$ cat src/rtl/counter_mod.sv
// Programmable up/down counter with limit, step, wrap/saturate selection,
// registered terminal-count pulse and sticky overflow for multiplier sequencing.
module counter_mod #(
    parameter int N = 8
) (
    input  logic         clk,
    input  logic         rst,
    input  logic         clr,
    input  logic         load,
    input  logic [N-1:0] data_in,
    input  logic         en,
    input  logic         up_down,
    input  logic [N-1:0] step,
    input  logic [N-1:0] limit,
    input  logic         wrap_mode,
    output logic [N-1:0] data_out,
    output logic         end_flag,
    output logic         at_limit,
    output logic         tc_pulse,
    output logic         overflow
);

    logic [N-1:0] count_reg, count_next;
    logic         tc_reg, tc_next;
    logic         ovf_reg, ovf_next;

    logic [N:0]   sum_up;
    logic [N-1:0] diff_down;
    logic         stale;
    logic         overshoot;
    logic         boundary;

    // The extra bit keeps count + step from aliasing back into range.
    assign sum_up    = {1'b0, count_reg} + {1'b0, step};
    assign diff_down = count_reg - step;
    assign stale     = (count_reg > limit);

    always_comb begin
        count_next = count_reg;
        tc_next    = 1'b0;
        ovf_next   = ovf_reg;
        overshoot  = 1'b0;
        boundary   = 1'b0;
        if (clr) begin
            count_next = '0;
            ovf_next   = 1'b0;
        end else if (load) begin
            count_next = (data_in > limit) ? limit : data_in;
            ovf_next   = 1'b0;
        end else if (en && (step != '0)) begin
            if (up_down) begin
                if (stale || (sum_up > {1'b0, limit})) begin
                    overshoot  = 1'b1;
                    count_next = wrap_mode ? '0 : limit;
                end else begin
                    count_next = sum_up[N-1:0];
                    boundary   = (sum_up[N-1:0] == limit);
                end
            end else begin
                // A count left above a lowered limit always lands on the limit when counting down.
                if (stale) begin
                    overshoot  = 1'b1;
                    count_next = limit;
                end else if (count_reg < step) begin
                    overshoot  = 1'b1;
                    count_next = wrap_mode ? limit : '0;
                end else begin
                    count_next = diff_down;
                    boundary   = (diff_down == '0);
                end
            end
            tc_next = boundary | overshoot;
            if (overshoot) begin
                ovf_next = 1'b1;
            end
        end
    end

    always_ff @(posedge clk or negedge rst) begin
        if (!rst) begin
            count_reg <= '0;
            tc_reg    <= 1'b0;
            ovf_reg   <= 1'b0;
        end else begin
            count_reg <= count_next;
            tc_reg    <= tc_next;
            ovf_reg   <= ovf_next;
        end
    end

    assign data_out = count_reg;
    assign tc_pulse = tc_reg;
    assign overflow = ovf_reg;
    assign end_flag = (count_reg == '0);
    assign at_limit = (count_reg == limit);

endmodule

$ cat config.mk
export PLATFORM = sky130hd
export DESIGN_NAME = counter_mod
export DESIGN_NICKNAME = d
export VERILOG_FILES = /design/src/rtl/counter_mod.sv
export SDC_FILE = /design/constraint.sdc
export NUM_CORES = 1
export LEC_CHECK = 0
export CORE_ASPECT_RATIO = 1.4
export CORE_MARGIN = 2
export CORE_UTILIZATION = 53
export CTS_CLUSTER_DIAMETER = 80
export DETAILED_ROUTE_END_ITERATION = 8
export PLACE_DENSITY = 0.79
export SLEW_MARGIN = 20
export SYNTH_ARGS = -nofsm -noshare
export SYNTH_HDL_FRONTEND = slang
export SYNTH_SLANG_ARGS = --single-unit
export TNS_END_PERCENT = 20
$ cat constraint.sdc
create_clock -name clk -period 4.4 [get_ports clk]
set_input_delay 0.88 -clock clk [delete_from_list [all_inputs] [get_ports clk]]
set_output_delay 0.88 -clock clk [all_outputs]
set_load 0.01 [all_outputs]
Word level (Yosys, flattened, before mapping). Index checks and enable logic that the tools add are counted.

Bits in registers: 10. Output and inout port bits: 12. Logic and storage cells: 51.

Add/subtract/negate cells: 2. Magnitude comparators: 4. Equality and inequality tests: 2. Multiplexer cells: 31. Bitwise operators: 1. Reduce and logical (&&, ||, !) cells: 8.

Operator list (number): 2-to-1 mux 8 bit (10); 2-to-1 mux 1 bit (21); == test 8 bit (2); > comparator 8 bit (2); logical NOT 8 bit (2); adder 8 x 8 -> 9 bit (1); > comparator 9 x 8 -> 1 bit (1); < comparator 8 bit (1); nonzero test 8 bit (1); subtractor 8 bit (1); nonzero test 3 bit (2); AND reduction 2 bit (1); logical AND 1 bit (1); logical OR 1 bit (1); bitwise OR 1 bit (1).

Depth between registers and ports, before layout. Gate-level depths: netlist (run 1).

Depth in word-level cells: 12. Depth in mapped cells: 17. Mapped depth without buffers: 15.

Worst setup path after synthesis (run 1). OpenSTA, ideal clock, no wires.

Path kind: in2reg. Start point: input port step[2]. End point: register count_reg[1], in the netlist data_out[1]. Arrival time: 3.663 ns. Data required time: 4.272 ns. Path slack: 0.610 ns. Stages on the path: 17. Cells stage by stage: inv_1 > ha_1 > buf_6 > nand2b_1 > a221o_1 > a21oi_1 > nor2_1 > xnor2_1 > ha_1 > nand4_1 > a21oi_1 > o41ai_1 > and2_1 > clkbuf_1 > nand2_1 > a311oi_1 > nor3_1.

Cells in the longest elaborated chain, start to end: 8. Elaborated cells on any way between the ends: 14. Those cells by class: add/sub (1); order compare (2); mux (7); reduce/logical (4).

Ends and longest elaborated chain: start: declaration (RTL line 13) `input logic [N-1:0] step,`; adder 8 x 8 -> 9 bit (RTL line 34) `assign sum_up = {1'b0, count_reg} + {1'b0, step};`; > comparator 9 x 8 -> 1 bit (RTL line 52) `if (stale || (sum_up > {1'b0, limit})) begin`; logical OR 1 bit (RTL line 52); 2-to-1 mux 8 bit (RTL line 52); 2-to-1 mux 8 bit (RTL line 51) `if (up_down) begin`; 2-to-1 mux 8 bit (RTL line 50) `end else if (en && (step != '0)) begin`; 2-to-1 mux 8 bit (RTL line 47) `end else if (load) begin`; 2-to-1 mux 8 bit (RTL line 44) `if (clr) begin`; end signal: assignment (RTL line 85) `count_reg <= count_next;`; end: declaration (RTL line 23) `logic [N-1:0] count_reg, count_next;`.

Several ways; a longest one is shown, not always the timed one. The select of a mux whose other input is x is not followed. A chain may end at the register's enable or synchronous reset.

Worst setup path after layout (run 1).
Start point: input port step[0]. End point: register count_reg[3], in the netlist data_out[3].

Same word-level chain as after synthesis.

==> results of run 1 <==
-- logic make-up after synthesis --
kind of cell | Yosys count | share of synthesized area [%]
AO/OA/AOI/OAI | 81 | 27.4
adder cells (fa/ha/maj) | 42 | 24.8
buffers and inverters | 35 | 6.66
flip-flops | 10 | 11.5
multiplexers | 9 | 4.13
AND/OR/NAND/NOR | 91 | 21.2
XOR/XNOR | 11 | 4.42
-- metal layers --
metal	global-route usage [%]	share of wire [%]	vias to the layer above
met5	0	0	-
met2	61.6	52	134
met4	17.7	4.6	0
li1	-	-	1137
met3	3.57	6.7	35
met1	34.4	36	1164
-- power breakdown --
group          switching [uW]  internal [uW]  total [uW]
logic                     288            240         529
registers                29.1            103         132
clock network            40.9           79.0         120
total                     358            422         781
-- per-stage QoR --
stage          total power (uW)  area, um^2  util [%]  hold slack (ns)
4_1_cts                     764        2720      68.8            0.490
2_1_floorplan               464        2180         -            0.531
6_report                    781        2730      69.0            0.488
5_1_grt                     837        2730      69.0            0.518
3_3_place_gp                638        2660      67.4            0.476
3_5_place_dp                643        2660      67.4            0.479
-- final timing paths --
check,start,to,slack (ns),depth (start not counted)
setup / recovery,step[0],data_out[3],0.29,15
hold / removal,overflow,overflow,0.49,1
setup reg to reg,data_out[0],data_out[3],0.94,14
hold reg to reg,overflow,overflow,0.49,1
max in group asynchronous,rst,data_out[5],3.10,1
min in group asynchronous,rst,data_out[7],0.97,1
-- final cells by class --
type                            instances  share of cell area [%]
Inverter                               25                    3.44
Multi-Input combinational cell        234                    65.8
Sequential cell                        10                    9.17
Timing Repair Buffer                   50                    17.6
Tap cell                               43                    1.97
Clock buffer                            4                    2.02
-- registers in the layout (all words and copies together), names as in the netlist --
signal    count
tc_pulse      1
data_out      8
overflow      1
-- worst max-delay path: cells and delay by family --
family / cells / cell delay (ns)
AOI/OAI and AO/OA: 6 / 1.15
adders and majority gates: 3 / 0.97
buffers and inverters: 1 / 0.47
and+or+nand+nor: 4 / 0.47
xor gates and xnor gates: 1 / 0.26
-- repair_timing --
item                                   in CTS  in global routing
gates resized for setup                     0                  2
setup endpoints to repair                   0                  6
endpoints found under the hold margin       0                  0
-- cells in the mapped netlist (2+ instances only) --
library cell  number  area (um^2)
nor2b_1            3         18.8
o21a_1             3         22.5
a311oi_1           3         26.3
nor2_1            20         75.1
fa_1               2         40.0
dfrtp_1           10          250
a221oi_1           7         61.3
o2bb2ai_1          2         17.5
a21o_1             5         37.5
nand4_1            6         37.5
a211oi_1           6         45.0
a21oi_1           13         65.1
mux2i_1            9         90.1
and3_1             2         12.5
a211o_1            4         35.0
o21ai_0           10         50.1
a32oi_1            3         26.3
a31oi_1            3         18.8
xnor2_1           10         87.6
ha_1              40          500
nor3_1            14         70.1
a21oi_2            2         17.5
buf_1              2         7.51
o311a_1            2         20.0
nand3b_1           2         15.0
or4_1              4         30.0
nand3_1            4         20.0
nand2_1           20         75.1
buf_2              2         10.0
clkbuf_1           4         15.0
nand2b_1           8         50.1
inv_1             25         93.8
nor4_1             3         18.8
o21bai_1           2         15.0
o211ai_1           2         15.0
==> impl_metrics.csv, run 1 <==
group,metric,value,unit
critical_path,timing.critical_path.slowest_stage_cell,"clkdlybuf4s50_1",
placed_design,globalplace.congestion,0.937,
cts,post_cts_hold_buffer_count,0,
floorplanning,dieWidth,58.2,um
routing,first_pass_iteration_count_of_the_detailed_router,5,
sta,tns,0,ns
placed_design,buffer_ports.inserted,42,
finish,multiInputGateArea,1790,um^2
sta,post-route-worst-setup-slack,0.291,ns
routing,vias_per_cell,6.75,
power_and_ir_drop,leakagePower,0.00125,uW
sta,max-slew-margin-rel,32.5,%
sta,finalClockSkew,0.00678,ns
synthesis,syn-instance-count,279,
floorplanning,io_pins,43,
job,max_cap_viol_count,0,
floorplanning,std_cell_rows,27,
global_route,gr-usage-all-layers,32.8,%
sta,achievable-frequency,243,MHz
synthesis,synth.yosys.seq_area_share,11.5,%
critical_path,critPathLaunchType,"primary input",
finish,final_net_count,397,
routing,first_iter_violations,179,
synthesis,ys_dominant_reg_cell,"dfrtp_1",
synthesis,post_synth_num_cell_types,57,
synthesis,syn_area,2180,um^2
sta,setup_viol_count_final,0,
critical_path,critical_path_class,"in2reg",
critical_path,timing.critical_path.cells,"clkdlybuf4s50_1 > ha_1 > fa_1 > nand2b_1 > a21oi_1 > nor2_1 > xor2_1 > ha_1 > a211oi_1 > nor2_1 > o41ai_2 > nand2_1 > o211a_1 > o21ai_0 > a32oi_1",
critical_path,crit_required,4.50,ns
cts,clkTransAtPathRegs,0.05,ns
synthesis,post_synthesis_area_per_instance,7.82,um^2
power_and_ir_drop,vdd_ir_drop_max,0.189,mV
finish,fraction_of_final_layout_cells_with_drive_strength_greater_than_1,6.50,%
finish,mostFrequentLayoutCells,"clkdlybuf4s50_1, ha_1, inv_1",
sta,finalWorstPathRequiredPeriod,4.11,ns
finish,most_common_cell_after_layout_fill_and_taps_aside,"clkdlybuf4s50_1",
placed_design,place.detailed.hpwl,5.90,mm
global_route,grt_first_pass_wirelength,11.5,mm
cts,clockBufferDepth,2,
cts,cts_sinks,10,
critical_path,critical_path.max_fanout,3,
sta,rsz0062_at_grt,"no",
routing,wirelength,7.36,mm
power_and_ir_drop,power-per-cell-area,286,nW/um^2
placed_design,dpl.cell_count,362,
floorplanning,design.core.area,3950,um^2
global_route,grt_antenna_before_repair,0,
sta,finalHoldViolCount,0,
synthesis,synth_edf_count,0,
cts,total_clock_buffers_created_by_cts,3,
synthesis,syn-num-nets,352,
finish,n_fill_cell,331,
critical_path,endpoint_kind,"flop",
floorplanning,chipHeight,79.9,um
routing,detail_routed_net_length_per_standard_cell,20.1,um
cts,worstSkewPairLatency,0.25,ns
routing,post-route-drc-count,0,
finish,area.growth.synth_to_final,25.1,%
placed_design,preCtsSetupSlack,-0.0186,ns
sta,worstMarginPinSlew,1.01,ns
finish,area.sequential,250,um^2
run_status,status,"finished clean",
floorplanning,die_area,4650,um^2
finish,final_cell_count_no_fill,366,
sta,period_share,93.4,%
floorplanning,start_util,55.2,%
routing,detail-route-antenna-nets,0,
critical_path,cpPeakStageDelay,0.47,ns
finish,diodes,0,
global_route,first_global_vias,2430,
routing,via_count,2470,
critical_path,timing.critical_path.arrival,4.21,ns
synthesis,async_flop_share,100,%
sta,total_count_of_max_transition_violations_in_the_final_report,0,
cts,cts_post_setup_buffers_inserted,0,
global_route,globalRouteOverflowTotal,0,
synthesis,synth_register_bits,10,
cts,cts_max_level,1,
cts,tritoncts,"done",
cts,cts_root_buf,"clkbuf_8",
synthesis,synthesis.yosys.warnings,0,
global_route,grt_max_degree,20,
min_path,hold_class,"reg2reg",
No activity file was read; power rests on OpenSTA's default activity.
==> inputs of run 2 (changes only) <==
Settings changed: CORE_UTILIZATION 53 to 60, DONT_BUFFER_PORTS set to 1, GPL_TIMING_DRIVEN set to 0, PLACE_DENSITY 0.79 to 0.73.
==> run 2 against run 1 <==
Sequential power increased by 3%. Fmax up 3.0%. Non-clock buffer count decreased by 40. Count of clock-buffer cells in the layout unchanged. Critical path depth increased by 2. Clock power barely moved. Global-route usage down 0.28 points. Sequential share of layout area increased by 1.7 points. Highest routed layer unchanged.
==> impl_metrics.csv, run 2 (synthesized netlist as in run 1, its figures left out) <==
group,metric,value,unit
run_status,status,"finished clean",
global_route,gr-usage-all-layers,32.5,%
power_and_ir_drop,switching_part_of_the_total,47.3,%
floorplanning,std_cell_rows,25,
cts,total_clock_buffers_created_by_cts,3,
routing,post-route-drc-count,0,
cts,worstSkewPairLatency,0.24,ns
critical_path,reg2reg_slack,0.49,ns
sta,total_count_of_max_transition_violations_in_the_final_report,0,
power_and_ir_drop,leakagePower,0.00108,uW
critical_path,r2r_end,"data_out[1]",
global_route,grt_first_pass_wirelength,9.67,mm
global_route,grt_antenna_before_repair,0,
critical_path,cp-endpoint,"data_out[1]",
power_and_ir_drop,total_switching_power,327,uW
sta,finalWorstPathRequiredPeriod,3.99,ns
min_path,hold_class,"in2async",
finish,area.growth.synth_to_final,5.05,%
power_and_ir_drop,combinationalPowerShare,63.1,%
critical_path,timing.critical_path.arrival,4.11,ns
sta,period_share,90.6,%
critical_path,start_point_of_the_critical_path,"step[2]",
placed_design,globalplace.congestion,0.980,
floorplanning,start_util,63.4,%
routing,detail-route-antenna-nets,0,
power_and_ir_drop,power_frac_clock,17.2,%
floorplanning,dieWidth,55.0,um
global_route,first_global_vias,2064,
cts,post_cts_hold_buffer_count,0,
floorplanning,design.core.area,3440,um^2
finish,mostFrequentLayoutCells,"ha_1, inv_1, nor2_1, nand2_1, nor3_1",
cts,ctsResizeCount,0,
global_route,grt_max_degree,11,
finish,final_net_count,357,
finish,most_common_cell_after_layout_fill_and_taps_aside,"ha_1",
cts,tritoncts,"done",
cts,cts_max_level,1,
global_route,groute.layer.met1.usage,35.6,%
critical_path,critical_path.max_fanout,8,
critical_path,r2r_cells,16,
cts,cts_sinks,10,
sta,finalClockSkew,0.00135,ns
floorplanning,io_pins,43,
critical_path,critical_path_class,"in2reg",
routing,first_iter_violations,117,
power_and_ir_drop,seqPwrFrac,19.7,%
sta,rsz0062_at_grt,"no",
routing,vias_per_cell,6.82,
sta,finalHoldViolCount,0,
job,max_cap_viol_count,0,
sta,tns,0,ns
finish,diodes,0,
global_route,grt.busiest_layer,"met2",
placed_design,buffer_ports.inserted,0,
placed_design,preCtsSetupSlack,0.180,ns
cts,clockBufferDepth,2,
finish,largest_register_ffs,8,
critical_path,worstReg2RegStart,"data_out[2]",
global_route,grt_util_met3,2.16,%
routing,via_count,2204,
global_route,groute.layer.met2.usage,62.4,%
routing,wirelength,6.34,mm
finish,fraction_of_final_layout_cells_with_drive_strength_greater_than_1,5.65,%
sta,setup_viol_count_final,0,
floorplanning,chipHeight,75.3,um
sta,max-slew-margin-rel,42.4,%
critical_path,crit_required,4.52,ns
critical_path,critPathLaunchType,"primary input",
critical_path,endpoint_kind,"flop",
sta,worstMarginPinSlew,0.862,ns
placed_design,place.detailed.hpwl,5.38,mm
power_and_ir_drop,power-per-cell-area,301,nW/um^2
cts,cts_post_setup_buffers_inserted,0,
power_and_ir_drop,p_int,364,uW
cts,cts_root_buf,"clkbuf_8",
sta,post-route-worst-setup-slack,0.412,ns
sta,achievable-frequency,251,MHz
finish,n_fill_cell,318,
floorplanning,die_area,4140,um^2
power_and_ir_drop,vdd_ir_drop_max,0.214,mV
routing,first_pass_iteration_count_of_the_detailed_router,7,
cts,clkTransAtPathRegs,0.05,ns
global_route,globalRouteOverflowTotal,0,
routing,detail_routed_net_length_per_standard_cell,19.6,um
-- run 2: changes by cell type in the layout (fill, tap and decap cells not counted) --
cell and delta:
clkbuf_1 +4, buf_6 +1, buf_1 +2, and2_1 +1
o41ai_1 +1, o31ai_2 +1, o41ai_2 -1, clkdlybuf4s50_1 -42
buf_4 -7, o31ai_1 -1, and2_2 -1, buf_2 +2
-- run 2: power by group through the flow --
stage	combinational (uW)	clock (uW)	sequential, uW
2_1_floorplan	337	0	126
3_3_place_gp	418	0	138
3_5_place_dp	426	0	138
4_1_cts	428	118	136
5_1_grt	483	123	138
6_report	436	119	136
-- run 2: metal layers --
layer,vias to the layer above,share of wire (%)
li1,1050,-
met1,1039,36
met2,99,54
met3,16,7.2
met4,0,2.8
met5,-,0
-- run 2: critical path, cell delays in order --
cell,delay [ns]
inv_1,0.02
ha_1,0.29
buf_6,0.14
nand2b_1,0.17
a221o_1,0.34
a21oi_1,0.15
nor2_1,0.06
xnor2_1,0.23
ha_1,0.29
nand4_1,0.13
a21oi_1,0.06
o41ai_1,0.36
and2_1,0.19
clkbuf_1,0.27
nand2_1,0.11
a311oi_1,0.31
nor3_1,0.09
-- run 2: cell type report --
class | instances | area, um^2 | share of cell area [%]
plain buffers | 10 | 51.3 | 2.24
clock buffers | 4 | 55.1 | 2.40
inverters | 25 | 93.8 | 4.10
multi-input cells | 234 | 1790 | 78.2
flip-flops and latches | 10 | 250 | 10.9
well taps | 40 | 50.0 | 2.18
-- run 2: worst min path at each step --
stage                     cells past startpoint  startpoint     endpoint  slack (ns)
final                                         0         rst  data_out[2]        0.33
after global routing                          0         rst  data_out[5]        0.32
after CTS                                     0         rst  data_out[5]        0.33
after detailed placement                      1    overflow     overflow        0.56
after global placement                        1    overflow     overflow        0.56
after floorplan                               1    overflow     overflow        0.53
-- run 2: through the flow --
| step | utilization [%] | hold slack (ns) | cell area [um^2] | total power, uW | std cells |
|---|---|---|---|---|---|
| finish | 66.6 | 0.331 | 2290 | 691 | 323 |
| global route | 66.6 | 0.325 | 2290 | 745 | 323 |
| CTS | 66.4 | 0.332 | 2290 | 682 | 323 |
| detailed placement | 64.8 | 0.557 | 2230 | 564 | 319 |
| global placement | 64.8 | 0.560 | 2230 | 556 | 319 |
| floorplan | - | 0.531 | 2180 | 464 | 279 |
